`src/rtl/matrix_pkg.sv`:
```
// Shared definitions for the 8x8 LED matrix row-scan driver.
//   ROWS / COLS : matrix geometry
//   state_t     : per-row phase (BLANK = everything off, ON = PWM on-phase)
//   to_level    : maps a logical "active" bit onto a pin level for a given polarity
package matrix_pkg;

  localparam int ROWS = 8;
  localparam int COLS = 8;

  typedef enum logic {
    BLANK = 1'b0,
    ON    = 1'b1
  } state_t;

  // active_high = 1: active -> 1, inactive -> 0
  // active_high = 0: active -> 0, inactive -> 1
  function automatic logic to_level(input logic active, input logic active_high);
    return active_high ? active : ~active;
  endfunction

endpackage

```
`src/rtl/scan_timer.sv`:
```
// Row/slot timing generator for the matrix scanner.
// Each row lasts BLANK_TICKS + 8*SLOT_TICKS cycles: a blanking phase followed
// by eight PWM slots of SLOT_TICKS cycles each. Rows advance 0..7 and wrap.
// Ports:
//   clk, reset  : clock, synchronous active-high reset
//   row_start   : tick == 0 of the current row
//   in_on       : current cycle is in the on-phase
//   slot        : PWM slot index within the on-phase (0 during blanking)
//   frame_end   : last cycle of row 7
//   scan_row    : index of the row in progress
//   state       : row phase, exposed for observation
module scan_timer
  import matrix_pkg::*;
#(
  parameter int BLANK_TICKS = 16,
  parameter int SLOT_TICKS  = 128
) (
  input  logic       clk,
  input  logic       reset,
  output logic       row_start,
  output logic       in_on,
  output logic [2:0] slot,
  output logic       frame_end,
  output logic [2:0] scan_row,
  output state_t     state
);

  localparam int ROW_PERIOD = BLANK_TICKS + 8 * SLOT_TICKS;
  localparam int TW         = $clog2(ROW_PERIOD);
  localparam int SW         = (SLOT_TICKS > 1) ? $clog2(SLOT_TICKS) : 1;

  logic [TW-1:0] tick;
  logic [SW-1:0] sub_tick;   // cycles elapsed within the current slot
  logic [2:0]    slot_q;
  logic [2:0]    row_q;
  logic          row_end;

  assign row_end   = (tick == TW'(ROW_PERIOD - 1));
  assign row_start = (tick == '0);
  assign in_on     = (state == ON);
  assign slot      = slot_q;
  assign scan_row  = row_q;
  assign frame_end = row_end && (row_q == 3'd7);

  // Slot is tracked with a sub-counter instead of dividing tick, so any
  // SLOT_TICKS value works without a divider.
  always_ff @(posedge clk) begin
    if (reset) begin
      tick     <= '0;
      sub_tick <= '0;
      slot_q   <= '0;
      row_q    <= '0;
      state    <= BLANK;
    end else if (row_end) begin
      tick     <= '0;
      sub_tick <= '0;
      slot_q   <= '0;
      row_q    <= row_q + 3'd1;
      state    <= BLANK;
    end else begin
      tick <= tick + TW'(1);
      case (state)
        BLANK: begin
          if (tick == TW'(BLANK_TICKS - 1)) state <= ON;
        end
        ON: begin
          if (sub_tick == SW'(SLOT_TICKS - 1)) begin
            sub_tick <= '0;
            slot_q   <= slot_q + 3'd1;
          end else begin
            sub_tick <= sub_tick + SW'(1);
          end
        end
        default: state <= BLANK;
      endcase
    end
  end

endmodule

```
`src/rtl/matrix_scan.sv`:
```
// Row-multiplexed driver for an 8x8 LED matrix with per-row PWM brightness
// and anti-ghost blanking. Incoming frames are held in a pending buffer and
// swapped into the display buffer only at the frame boundary (tear-free).
// Ports:
//   clk, reset   : clock, synchronous active-high reset
//   frame        : 64-bit image, pixel (r,c) = frame[8r+c]
//   frame_valid  : 1-cycle strobe, frame holds a new image
//   brightness   : lit for (brightness+1) of 8 slots, sampled at row start
//   row          : one-hot row select (polarity ROW_ACTIVE_HIGH)
//   col          : column drive for the selected row (polarity COL_ACTIVE_HIGH)
//   frame_ack    : 1-cycle pulse when a new image enters the display buffer
//   scan_row     : row currently shown on the pins
module matrix_scan
  import matrix_pkg::*;
#(
  parameter int BLANK_TICKS     = 16,
  parameter int SLOT_TICKS      = 128,
  parameter int ROW_ACTIVE_HIGH = 1,
  parameter int COL_ACTIVE_HIGH = 0
) (
  input  logic        clk,
  input  logic        reset,
  input  logic [63:0] frame,
  input  logic        frame_valid,
  input  logic [2:0]  brightness,
  output logic [7:0]  row,
  output logic [7:0]  col,
  output logic        frame_ack,
  output logic [2:0]  scan_row
);

  localparam logic       ROW_AH  = (ROW_ACTIVE_HIGH != 0);
  localparam logic       COL_AH  = (COL_ACTIVE_HIGH != 0);
  localparam logic [7:0] ROW_OFF = ROW_AH ? 8'h00 : 8'hFF;
  localparam logic [7:0] COL_OFF = COL_AH ? 8'h00 : 8'hFF;

  logic        row_start;
  logic        in_on;
  logic [2:0]  slot;
  logic        frame_end;
  logic [2:0]  cur_row;
  state_t      timer_state;

  logic [63:0] display;
  logic [63:0] pending;
  logic        pend_flag;
  logic [2:0]  duty_q;
  logic        swap;

  logic [7:0]  row_pixels;
  logic [7:0]  row_next;
  logic [7:0]  col_next;

  scan_timer #(
    .BLANK_TICKS (BLANK_TICKS),
    .SLOT_TICKS  (SLOT_TICKS)
  ) u_timer (
    .clk       (clk),
    .reset     (reset),
    .row_start (row_start),
    .in_on     (in_on),
    .slot      (slot),
    .frame_end (frame_end),
    .scan_row  (cur_row),
    .state     (timer_state)
  );

  // A strobe on the boundary cycle itself goes straight to the display, so
  // the ack covers either source. Reset wins over the swap, hence the gate.
  assign swap      = frame_end && (frame_valid || pend_flag);
  assign frame_ack = swap && !reset;

  always_ff @(posedge clk) begin
    if (reset) begin
      display   <= '0;
      pending   <= '0;
      pend_flag <= 1'b0;
    end else if (swap) begin
      display   <= frame_valid ? frame : pending;
      pend_flag <= 1'b0;
    end else if (frame_valid) begin
      pending   <= frame;
      pend_flag <= 1'b1;
    end
  end

  // Duty is latched at tick 0 so a brightness change never alters a row
  // part-way through its on-phase.
  always_ff @(posedge clk) begin
    if (reset) begin
      duty_q <= '0;
    end else if (row_start) begin
      duty_q <= brightness;
    end
  end

  always_comb begin
    row_next   = '0;
    col_next   = '0;
    row_pixels = display[{cur_row, 3'b000} +: 8];
    for (int r = 0; r < ROWS; r++) begin
      row_next[r] = to_level(in_on && (cur_row == 3'(r)), ROW_AH);
    end
    for (int c = 0; c < COLS; c++) begin
      col_next[c] = to_level(in_on && row_pixels[c] && (slot <= duty_q), COL_AH);
    end
  end

  // Pins lag the internal scan state by exactly one cycle.
  always_ff @(posedge clk) begin
    if (reset) begin
      row      <= ROW_OFF;
      col      <= COL_OFF;
      scan_row <= '0;
    end else begin
      row      <= row_next;
      col      <= col_next;
      scan_row <= cur_row;
    end
  end

  // A row always begins in the blanking phase.
  a_row_start_blank : assert property (
    @(posedge clk) disable iff (reset) row_start |-> (timer_state == BLANK)
  );

endmodule

```
`config.mk`:
```
export PLATFORM = sky130hd
export DESIGN_NAME = matrix_scan
export DESIGN_NICKNAME = d
export VERILOG_FILES = /design/src/rtl/matrix_pkg.sv /design/src/rtl/scan_timer.sv /design/src/rtl/matrix_scan.sv
export SDC_FILE = /design/constraint.sdc
export NUM_CORES = 1
export LEC_CHECK = 0
export CAP_MARGIN = 20
export CORE_AREA = 3 3 124 126
export CTS_CLUSTER_SIZE = 16
export DETAILED_ROUTE_END_ITERATION = 6
export DIE_AREA = 0 0 127 129
export PLACE_DENSITY_LB_ADDON = 0.15
export SLEW_MARGIN = 5
export SYNTH_ARGS = -nofsm -noshare
export SYNTH_HDL_FRONTEND = slang
export SYNTH_HIERARCHICAL = 1
export SYNTH_SLANG_ARGS = --single-unit
```
`constraint.sdc`:
```
create_clock -name clk -period 2.43 [get_ports clk]
set_input_delay 0.3645 -clock clk [delete_from_list [all_inputs] [get_ports clk]]
set_output_delay 0.3645 -clock clk [all_outputs]
set_load 0.02 [all_outputs]
```
==> reports/qor.yml, run 1 <==
nets: 855
timing.final.max_slew_violations: 0
cts.htree.levels: 4
num_antenna_cells: 0
worstSetupStartpointType: "flop"
wirelength_microns: 16500
hold-path-endpoint: "display[12]"
r2r.worst_path.cells: 8
finalCritPeriodShare_pct: 94.6
multi_input_area_sq_um: 3140
clk_path_buf_depth: 2
post-route-min-period_ns: 2.30
setup_failing_eps_final: 0
cts_root_buffer: "sky130_fd_sc_hd__clkbuf_16"
irDropWorstVdd_v: 0.000513
met1_use_gr_pct: 24.6
crit_path_end_kind: "output pin"
drive_above_1_share_pct: 10.0
grt_overflow_total: 0
timing.critical_path.arrival_ns: 1.93
rr_startpoint: "u_timer/scan_row[0]"
synth_area_per_cell_sq_um: 10.0
route.vias.total: 5460
top_usage_layer: "met2"
setup_repair_after_global_routing_missed_its_margin: "no"
setup_tns_ns: 0
cp.required_ns: 2.07
hold_path.class: "flop to flop"
layout_area_overhead_pct: 27.0
report.final.hold_viol_count: 0
power-per-cell-area_nw_per_um2: 770
place.gp.congestion: 0.803
route.detailed.drc: 0
die_area_sq_um: 16400
mappedNetlistNets: 770
cp_cell_sequence: "nor4_4 > and4_1 > o21ai_1 > or2_1 > inv_1 > buf_4"
floorplan.rows: 44
grt_start_max_net_pins: 68
synth_area_sq_um: 6940
antenna_found_initial: 0
dr.pass1.iters: 5
skew_ns: 0.00970
wl_per_instance_microns: 16.9
fin_util_pct: 61.1
setup.worst_path.class: "flop to output pin"
tritoncts_num_sinks: 176
die_w_microns: 127
vias_per_cell: 5.61
mostFrequentLayoutCell: "sky130_fd_sc_hd__dfxtp_1"
post-dp-hpwl_microns: 11200
clock_insertion_delay_at_the_later_pin_of_the_skew_report_ns: 0.42
cts_hold_buf: 0
initialDrtViolationCount: 448
cell_type_of_the_slowest_stage_on_the_worst_timing_path: "sky130_fd_sc_hd__dfxtp_2"
reg2reg_to: "pending[8]"
cap_violations: 0
initial_core_util_pct: 48.1
grt_pass1_vias: 5447
whs_path_depth: 2
io_pins: 90
power.leakage_uw: 0.00342
global_route.usage.met2_pct: 36.0
timing.critical_path.fanout_max: 5
run_status: "finished, final reports clean"
cp_top_family: "simple AND/OR/NAND/NOR gates"
core_area_sq_um: 14400
die_y_microns: 129
timing.reg2reg.setup_slack_ns: 0.26
cts_tree: "yes"
num-fill-cells: 1216
use_met3_pct: 4.48
mostFrequentLayoutCells: "sky130_fd_sc_hd__dfxtp_1 (174), sky130_fd_sc_hd__clkdlybuf4s50_1 (87), sky130_fd_sc_hd__mux2i_1 (79)"
tightest_slew_ns: 0.545
worst_path_clk_slew_ns: 0.07
globalRouteTotalUtil_pct: 20.2
final-seq-area_sq_um: 3530
critPathMaxStageDelay_ns: 0.35
critPathBufInv: 2
postRouteAntennaNets: 0
slew_headroom_pct: 63.6
worstSetupStartpoint: "u_timer/tick[9]"
num_cts_buffers: 17
fmax_mhz: 435
grt_first_pass_wirelength_microns: 26500
yosysWarningCount: 6
buffer_ports.inserted: 89
critical_hold_path_startpoint: "display[12]"
netlist_instances: 691
-- worst max path at each step --
stage,end,slack [ns],cells after the start
after global routing,frame_ack,0.002,7
after global placement,frame_ack,0.10,7
after detailed placement,frame_ack,0.003,6
after floorplan,frame_ack,0.28,7
after CTS,frame_ack,0.1,7
final,frame_ack,0.13,6
-- flip-flops by register name, summed over array words and instances (netlist names) --
register	flops
u_timer/scan_row	3
scan_row	3
row	8
u_timer/sub_tick	7
pending	64
u_timer/in_on	1
display	64
pend_flag	1
duty_q	3
u_timer/tick	11
col	8
u_timer/slot	3
-- through the flow --
step	total power [uW]	setup slack, ns	cells	area [sq um]	hold WS (ns)
2_1_floorplan	3290	0.280	691	6940	0.417
3_3_place_gp	3490	0.102	938	8050	0.434
4_1_cts	6840	0.0975	970	8790	0.460
6_report	6790	0.132	973	8820	0.457
5_1_grt	7010	0.00191	973	8820	0.479
3_5_place_dp	3500	0.00279	938	8050	0.445
-- worst reg2reg max path: stages, from the launching register on --
cell and delay, ns:
sky130_fd_sc_hd__dfxtp_1 0.32, sky130_fd_sc_hd__ha_1 0.20, sky130_fd_sc_hd__ha_1 0.18, sky130_fd_sc_hd__and4_1 0.21
sky130_fd_sc_hd__buf_4 0.13, sky130_fd_sc_hd__buf_4 0.13, sky130_fd_sc_hd__nor3b_2 0.32, sky130_fd_sc_hd__buf_4 0.41
sky130_fd_sc_hd__a22o_1 0.22
-- layout make-up --
type,instances,share of cell area [%]
Inverter,15,0.638
Clock buffer,17,4.82
Tap cell,184,2.61
Timing Repair Buffer,115,12.8
Sequential cell,176,40.0
Clock inverter,15,3.52
Multi-Input combinational cell,451,35.6
-- repair_timing --
item                       CTS  global route
buffers inserted             0             3
pin swaps                    0             4
setup endpoints to repair    1             1
resized for setup            7             2
-- power by group --
part	internal (uW)	total [uW]	switching [uW]
Clock	2240	3350	1110
Sequential	2960	3000	40.2
Combinational	247	442	195
-- routing by layer --
layer / vias up / share of wire (%)
met1: 2650 / 44
met2: 110 / 51
met5: - / 0
met3: 10 / 3.9
li1: 2690 / -
met4: 0 / 0.76
No activity file was read; power rests on OpenSTA's default activity.
==> inputs of run 2 (changes only) <==
--- a/config.mk
+++ b/config.mk
@@ -7,7 +7,7 @@
 export LEC_CHECK = 0
 export CAP_MARGIN = 20
 export CORE_AREA = 3 3 124 126
-export CTS_CLUSTER_SIZE = 16
+export CTS_BUF_LIST = sky130_fd_sc_hd__clkbuf_8
 export DETAILED_ROUTE_END_ITERATION = 6
 export DIE_AREA = 0 0 127 129
 export PLACE_DENSITY_LB_ADDON = 0.15
==> run 2 against run 1 <==
Clock skew grew 0.0012 ns. Register-to-register slack about the same. Wire length decreased by 0.52%. Critical path type unchanged.
==> reports/qor.yml, run 2 (synthesis gave the netlist of run 1 again) <==
run_status: "finished, final reports clean"
post-route-min-period_ns: 2.31  # +0.00777 ns
cts_tree: "yes"
dr.pass1.iters: 5  # unchanged
grt_overflow_total: 0  # unchanged
wirelength_microns: 16400  # -0.52%
mostFrequentLayoutCell: "sky130_fd_sc_hd__dfxtp_1"
cts_root_buffer: "sky130_fd_sc_hd__clkbuf_8"
fin_util_pct: 59.9  # -1.2 points
cell_type_of_the_slowest_stage_on_the_worst_timing_path: "sky130_fd_sc_hd__dfxtp_2"
grt_pass1_vias: 5426  # -0.39%
netSwitchingFraction_pct: 20.7  # +0.93 points
crit_path_end_kind: "output pin"
slew_headroom_pct: 63.3  # -0.22 points
wl_per_instance_microns: 16.8  # -0.62%
net-switching-power_uw: 1270  # -5.8%
cts.htree.levels: 4  # unchanged
fmax_mhz: 434  # -0.34%
tritoncts_num_sinks: 176  # unchanged
power.leakage_uw: 0.00334  # -2.4%
report.final.hold_viol_count: 0  # unchanged
finalCritPeriodShare_pct: 94.9  # +0.32 points
cp_top_family: "simple AND/OR/NAND/NOR gates"
globalRouteTotalUtil_pct: 20.1  # -0.030 points
pwr-share-seq_pct: 49.1  # +4.9 points
initialDrtViolationCount: 423  # -5.6%
clock_power_share_pct: 43.6  # -5.7 points
initial_core_util_pct: 48.1  # unchanged
timing.critical_path.arrival_ns: 1.94  # about the same
die_area_sq_um: 16400  # unchanged
clk_path_buf_depth: 2  # unchanged
grt_start_max_net_pins: 68  # unchanged
cap_violations: 0  # unchanged
place.gp.congestion: 0.803  # unchanged
timing.critical_path.fanout_max: 5  # unchanged
antenna_found_initial: 0  # unchanged
hold_path.class: "flop to flop"
cell_area_reported_after_detailed_placement_sq_um: 8050  # unchanged
finalPower_uw: 6110  # -10%
timing.reg2reg.setup_slack_ns: 0.27  # about the same
layout_area_overhead_pct: 24.5
setup.worst_path.class: "flop to output pin"
reg_top3: "display (64), pending (64), u_timer/tick (11)"
die_y_microns: 129  # unchanged
irDropWorstVdd_v: 0.000404  # -21%
setup_repair_after_global_routing_missed_its_margin: "no"
stdcell_area_sq_um: 8650  # -1.9%
io_pins: 90  # unchanged
floorplan.rows: 44  # unchanged
die_w_microns: 127  # unchanged
num_antenna_cells: 0  # unchanged
tightest_slew_ns: 0.550  # +0.00531 ns
cts_hold_buf: 0  # unchanged
skew_ns: 0.0109  # +0.00121 ns
power.combinational.fraction_pct: 7.3  # +0.8 points
power-per-cell-area_nw_per_um2: 706  # -8.3%
setup_tns_ns: 0  # unchanged
vias_per_cell: 5.60  # -0.27%
worstSetupStartpointType: "flop"
nets: 856  # +0.12%
drive_above_1_share_pct: 10.8  # +0.75 points
mostFrequentLayoutCells: "sky130_fd_sc_hd__dfxtp_1 (173), sky130_fd_sc_hd__clkdlybuf4s50_1 (87), sky130_fd_sc_hd__mux2i_1 (79)"
cp.required_ns: 2.07  # about the same
core_area_sq_um: 14400  # unchanged
route.vias.total: 5451  # -0.16%
worst_path_clk_slew_ns: 0.09  # +0.02 ns
critPathBufInv: 2  # unchanged
postRouteAntennaNets: 0  # unchanged
clock_insertion_delay_at_the_later_pin_of_the_skew_report_ns: 0.46  # +0.04 ns
route.detailed.drc: 0  # unchanged
num_cts_buffers: 17  # unchanged
critPathMaxStageDelay_ns: 0.36  # about the same
grt_first_pass_wirelength_microns: 26400  # -0.52%
buffer_ports.inserted: 89  # unchanged
cp_cell_sequence: "nor4_4 > and4_4 > o21ai_2 > or2_4 > inv_1 > buf_4"
internal-power_uw: 4840  # -11%
setup_failing_eps_final: 0  # unchanged
post-dp-hpwl_microns: 11200  # unchanged
timing.final.max_slew_violations: 0  # unchanged
==> run 2: cell types whose count changed in the layout (fill, tap and decap cells not counted), sizes merged <==
cell / before / now
buf: 28 / 29
==> run 2: layout make-up <==
| type | instances | area, sq um |
|---|---|---|
| Clock buffer | 17 | 234 |
| Sequential cell | 176 | 3530 |
| Multi-Input combinational cell | 451 | 3150 |
| Fill cell | 1254 | 5780 |
| Tap cell | 184 | 230 |
| Timing Repair Buffer | 116 | 1140 |
| Clock inverter | 15 | 310 |
| Inverter | 15 | 56.3 |
==> run 2: metal layers <==
layer / part of all wire, % / vias up / GRT usage [%]
li1: - / 2681 / -
met1: 45 / 2643 / 24.9
met2: 50 / 109 / 35.1
met3: 3.7 / 18 / 4.15
met4: 1.3 / 0 / 6.88
met5: 0 / - / 0
==> run 2: final timing paths <==
kind                                          start     endpoint  cells after the start
worst max-delay path                u_timer/tick[9]    frame_ack                      6
worst min-delay path                    display[34]  display[34]                      2
worst max register to register  u_timer/scan_row[0]   pending[8]                      8
worst min register to register          display[34]  display[34]                      2
==> run 2: power by group through the flow <==
stage	registers, uW	logic [uW]	clock network (uW)
5_1_grt	3010	484	2840
2_1_floorplan	3050	235	0
4_1_cts	3000	442	2720
3_5_place_dp	3060	439	0
3_3_place_gp	3060	427	0
6_report	3000	447	2670
==> run 2: per-stage QoR <==
step	hold WS, ns	setup WS (ns)	std cells
6_report	0.461	0.125	974
5_1_grt	0.485	0.0181	974
3_5_place_dp	0.445	0.00279	938
4_1_cts	0.465	0.0400	970
3_3_place_gp	0.434	0.102	938
2_1_floorplan	0.417	0.280	691
==> run 2: worst register-to-register path: cells and delay by family, from the launching register on <==
family / cells / cell delay (ns)
AO/OA/AOI/OAI: 1 / 0.22
AND/OR/NAND/NOR: 2 / 0.51
adder cells (fa/ha/maj): 2 / 0.38
buffers and inverters: 3 / 0.66
flip-flops: 1 / 0.34
==> run 2: timing repair <==
action	in CTS	in global routing
gates resized for setup	7	7
hold endpoints to repair	0	0
setup endpoints to repair	1	1
buffers inserted	0	4
pin swaps	0	4
==> inputs of run 3 (changes only) <==
--- a/config.mk
+++ b/config.mk
@@ -6,10 +6,10 @@
 export NUM_CORES = 1
 export LEC_CHECK = 0
 export CAP_MARGIN = 20
-export CORE_AREA = 3 3 124 126
+export CORE_AREA = 2 2 123 125
 export CTS_BUF_LIST = sky130_fd_sc_hd__clkbuf_8
 export DETAILED_ROUTE_END_ITERATION = 6
-export DIE_AREA = 0 0 127 129
+export DIE_AREA = 0 0 125 127
 export PLACE_DENSITY_LB_ADDON = 0.15
 export SLEW_MARGIN = 5
 export SYNTH_ARGS = -nofsm -noshare
==> run 3 against run 2 <==
Sequential share of layout area is 1.1 points higher. Die area down 3.1%. Global-route usage grew 0.16 points. Combinational power is 3% lower. Count of clock-buffer cells in the layout up 6. Cell count is 0.72% lower. Non-clock buffer count fell by 6. Clock power decreased by 32%. Via count is 0.90% lower. Clock skew shrank 0.0025 ns. Largest cell class unchanged.
==> reports/qor.yml, run 3 (synthesis gave the netlist of run 1 again) <==
run_status: "finished, final reports clean"
post-route-min-period_ns: 2.35  # +0.0462 ns
route.detailed.drc: 0  # unchanged
stdcell_area_sq_um: 8410  # -2.8%
tightest_slew_ns: 0.540  # -0.0102 ns
multi_input_area_sq_um: 3150  # about the same
finalCritPeriodShare_pct: 96.8  # +1.9 points
timing.critical_path.arrival_ns: 1.99  # +0.05 ns
die_w_microns: 125  # -1.6%
worst_path_clk_slew_ns: 0.08  # about the same
num_antenna_cells: 0  # unchanged
report.final.hold_viol_count: 0  # unchanged
cp.required_ns: 2.07  # about the same
clk_path_buf_depth: 2  # unchanged
timing.reg2reg.setup_slack_ns: 0.36  # +0.09 ns
detailedPlace.worstSlack_ns: 0.0374  # +0.0346 ns
final-seq-area_sq_um: 3530  # about the same
power-per-cell-area_nw_per_um2: 624  # -12%
r2r.worst_path.cells: 7  # -1
wirelength_microns: 15900  # -2.7%
io_pins: 90  # unchanged
dr.pass1.iters: 5  # unchanged
mostFrequentLayoutCells: "sky130_fd_sc_hd__dfxtp_1 (174), sky130_fd_sc_hd__clkdlybuf4s50_1 (87), sky130_fd_sc_hd__mux2i_1 (79)"
core_area_sq_um: 14400  # unchanged
grt_pass1_vias: 5281  # -2.7%
grt_overflow_total: 0  # unchanged
worst_setup_path_endpoint: "frame_ack"
worstSetupStartpoint: "u_timer/tick[5]"
post-dp-hpwl_microns: 10800  # -3.1%
route.vias.total: 5402  # -0.90%
initial_core_util_pct: 48.1  # unchanged
setup_tns_ns: 0  # unchanged
drive_above_1_share_pct: 9.45  # -1.3 points
place.gp.congestion: 0.810  # +0.97%
timing.final.max_slew_violations: 0  # unchanged
tritoncts_num_sinks: 176  # unchanged
crit_path_end_kind: "output pin"
grt_start_max_net_pins: 68  # unchanged
num_cts_buffers: 17  # unchanged
antenna_found_initial: 0  # unchanged
die_area_sq_um: 15900  # -3.1%
reg2reg_to: "pending[5]"
postRouteAntennaNets: 0  # unchanged
initialDrtViolationCount: 380  # -10%
rr_startpoint: "u_timer/tick[5]"
buffer_ports.inserted: 89  # unchanged
cts.htree.levels: 4  # unchanged
skew_ns: 0.00837  # -0.00254 ns
hold_path.class: "flop to flop"
fmax_mhz: 425  # -2.0%
cts_root_buffer: "sky130_fd_sc_hd__clkbuf_8"
setup_failing_eps_final: 0  # unchanged
nets: 850  # -0.70%
power.leakage_uw: 0.00324  # -3.2%
num-fill-cells: 1233  # -1.7%
clock_insertion_delay_at_the_later_pin_of_the_skew_report_ns: 0.45  # about the same
reg_top3: "display (64), pending (64), u_timer/tick (11)"
worstSetupStartpointType: "flop"
cell_area_reported_after_detailed_placement_sq_um: 8030  # -0.19%
cap_violations: 0  # unchanged
layout_area_overhead_pct: 21.1
grt_first_pass_wirelength_microns: 26000  # -1.3%
die_y_microns: 127  # -1.6%
globalRouteTotalUtil_pct: 20.3  # +0.16 points
setup.worst_path.class: "flop to output pin"
wl_per_instance_microns: 16.5  # -2.0%
cts_hold_buf: 0  # unchanged
irDropWorstVdd_v: 0.000562  # +39%
slew_headroom_pct: 64.0  # +0.68 points
final_layout_worst_hold_slack_ns: 0.451  # -0.00960 ns
mostFrequentLayoutCell: "sky130_fd_sc_hd__dfxtp_1"
floorplan.rows: 44  # unchanged
final_critical_path_setup_slack_ns: 0.0784  # -0.0462 ns
cts_tree: "yes"
fin_util_pct: 58.3  # -1.7 points
vias_per_cell: 5.59  # -0.18%
timing.critical_path.fanout_max: 2  # -3
run 3: cell types whose count changed in the layout (fill, tap and decap cells not counted), sizes merged:
cell | previous run | this run
buf | 29 | 23
clkinv | 3 | 6
clkbuf | 17 | 23
clkinvlp | 1 | 0
bufinv | 9 | 0
run 3: layout make-up:
class	instances	share of cell area, %
clock inverter	8	0.446
sequential	176	41.9
timing repair buffer	110	13.0
tap	184	2.74
clock buffer	23	3.76
inverter	15	0.670
multi-input combinational	451	37.4
run 3: how the worst min path moves through the flow:
stage / from / endpoint / slack [ns] / cells past startpoint
finish: display[7] / display[7] / 0.45 / 2
CTS: display[7] / display[7] / 0.46 / 2
global placement: display[36] / display[36] / 0.43 / 2
detailed placement: display[22] / display[22] / 0.44 / 2
floorplan: display[18] / display[18] / 0.42 / 2
global route: display[7] / display[7] / 0.48 / 2
run 3: metal layers:
metal	share of wire [%]	global-route usage, %
met3	4.8	3.85
met5	0	0
met2	49	35.1
met1	45	25.6
met4	1.7	7.12
run 3: through the flow:
stage	total power (uW)	cells
after global placement	3480	936
after floorplan	3290	691
final	5240	967
after global routing	5460	967
after CTS	5280	967
after detailed placement	3500	936
run 3: report_power, final:
group / total [uW] / leakage [uW] / switching, uW / internal, uW
clock: 1810 / 0.000199 / 964 / 848
combinational: 432 / 0.00160 / 190 / 243
sequential: 3000 / 0.00143 / 41.5 / 2960
total: 5240 / 0.00324 / 1200 / 4050
run 3: critical path, cell delays in order (launching register included):
cell and delay, ns:
sky130_fd_sc_hd__dfxtp_1 0.35, sky130_fd_sc_hd__nor4_2 0.36, sky130_fd_sc_hd__and4_4 0.28, sky130_fd_sc_hd__o21ai_1 0.07, sky130_fd_sc_hd__or2_1 0.27, sky130_fd_sc_hd__inv_1 0.07
sky130_fd_sc_hd__buf_4 0.14
run 3: what timing repair did:
action / 4_1_cts / 5_1_grt
buffers inserted: 0 / 0
gates resized for setup: 5 / 7
pin swaps: 0 / 1
endpoints found under the setup margin: 1 / 1
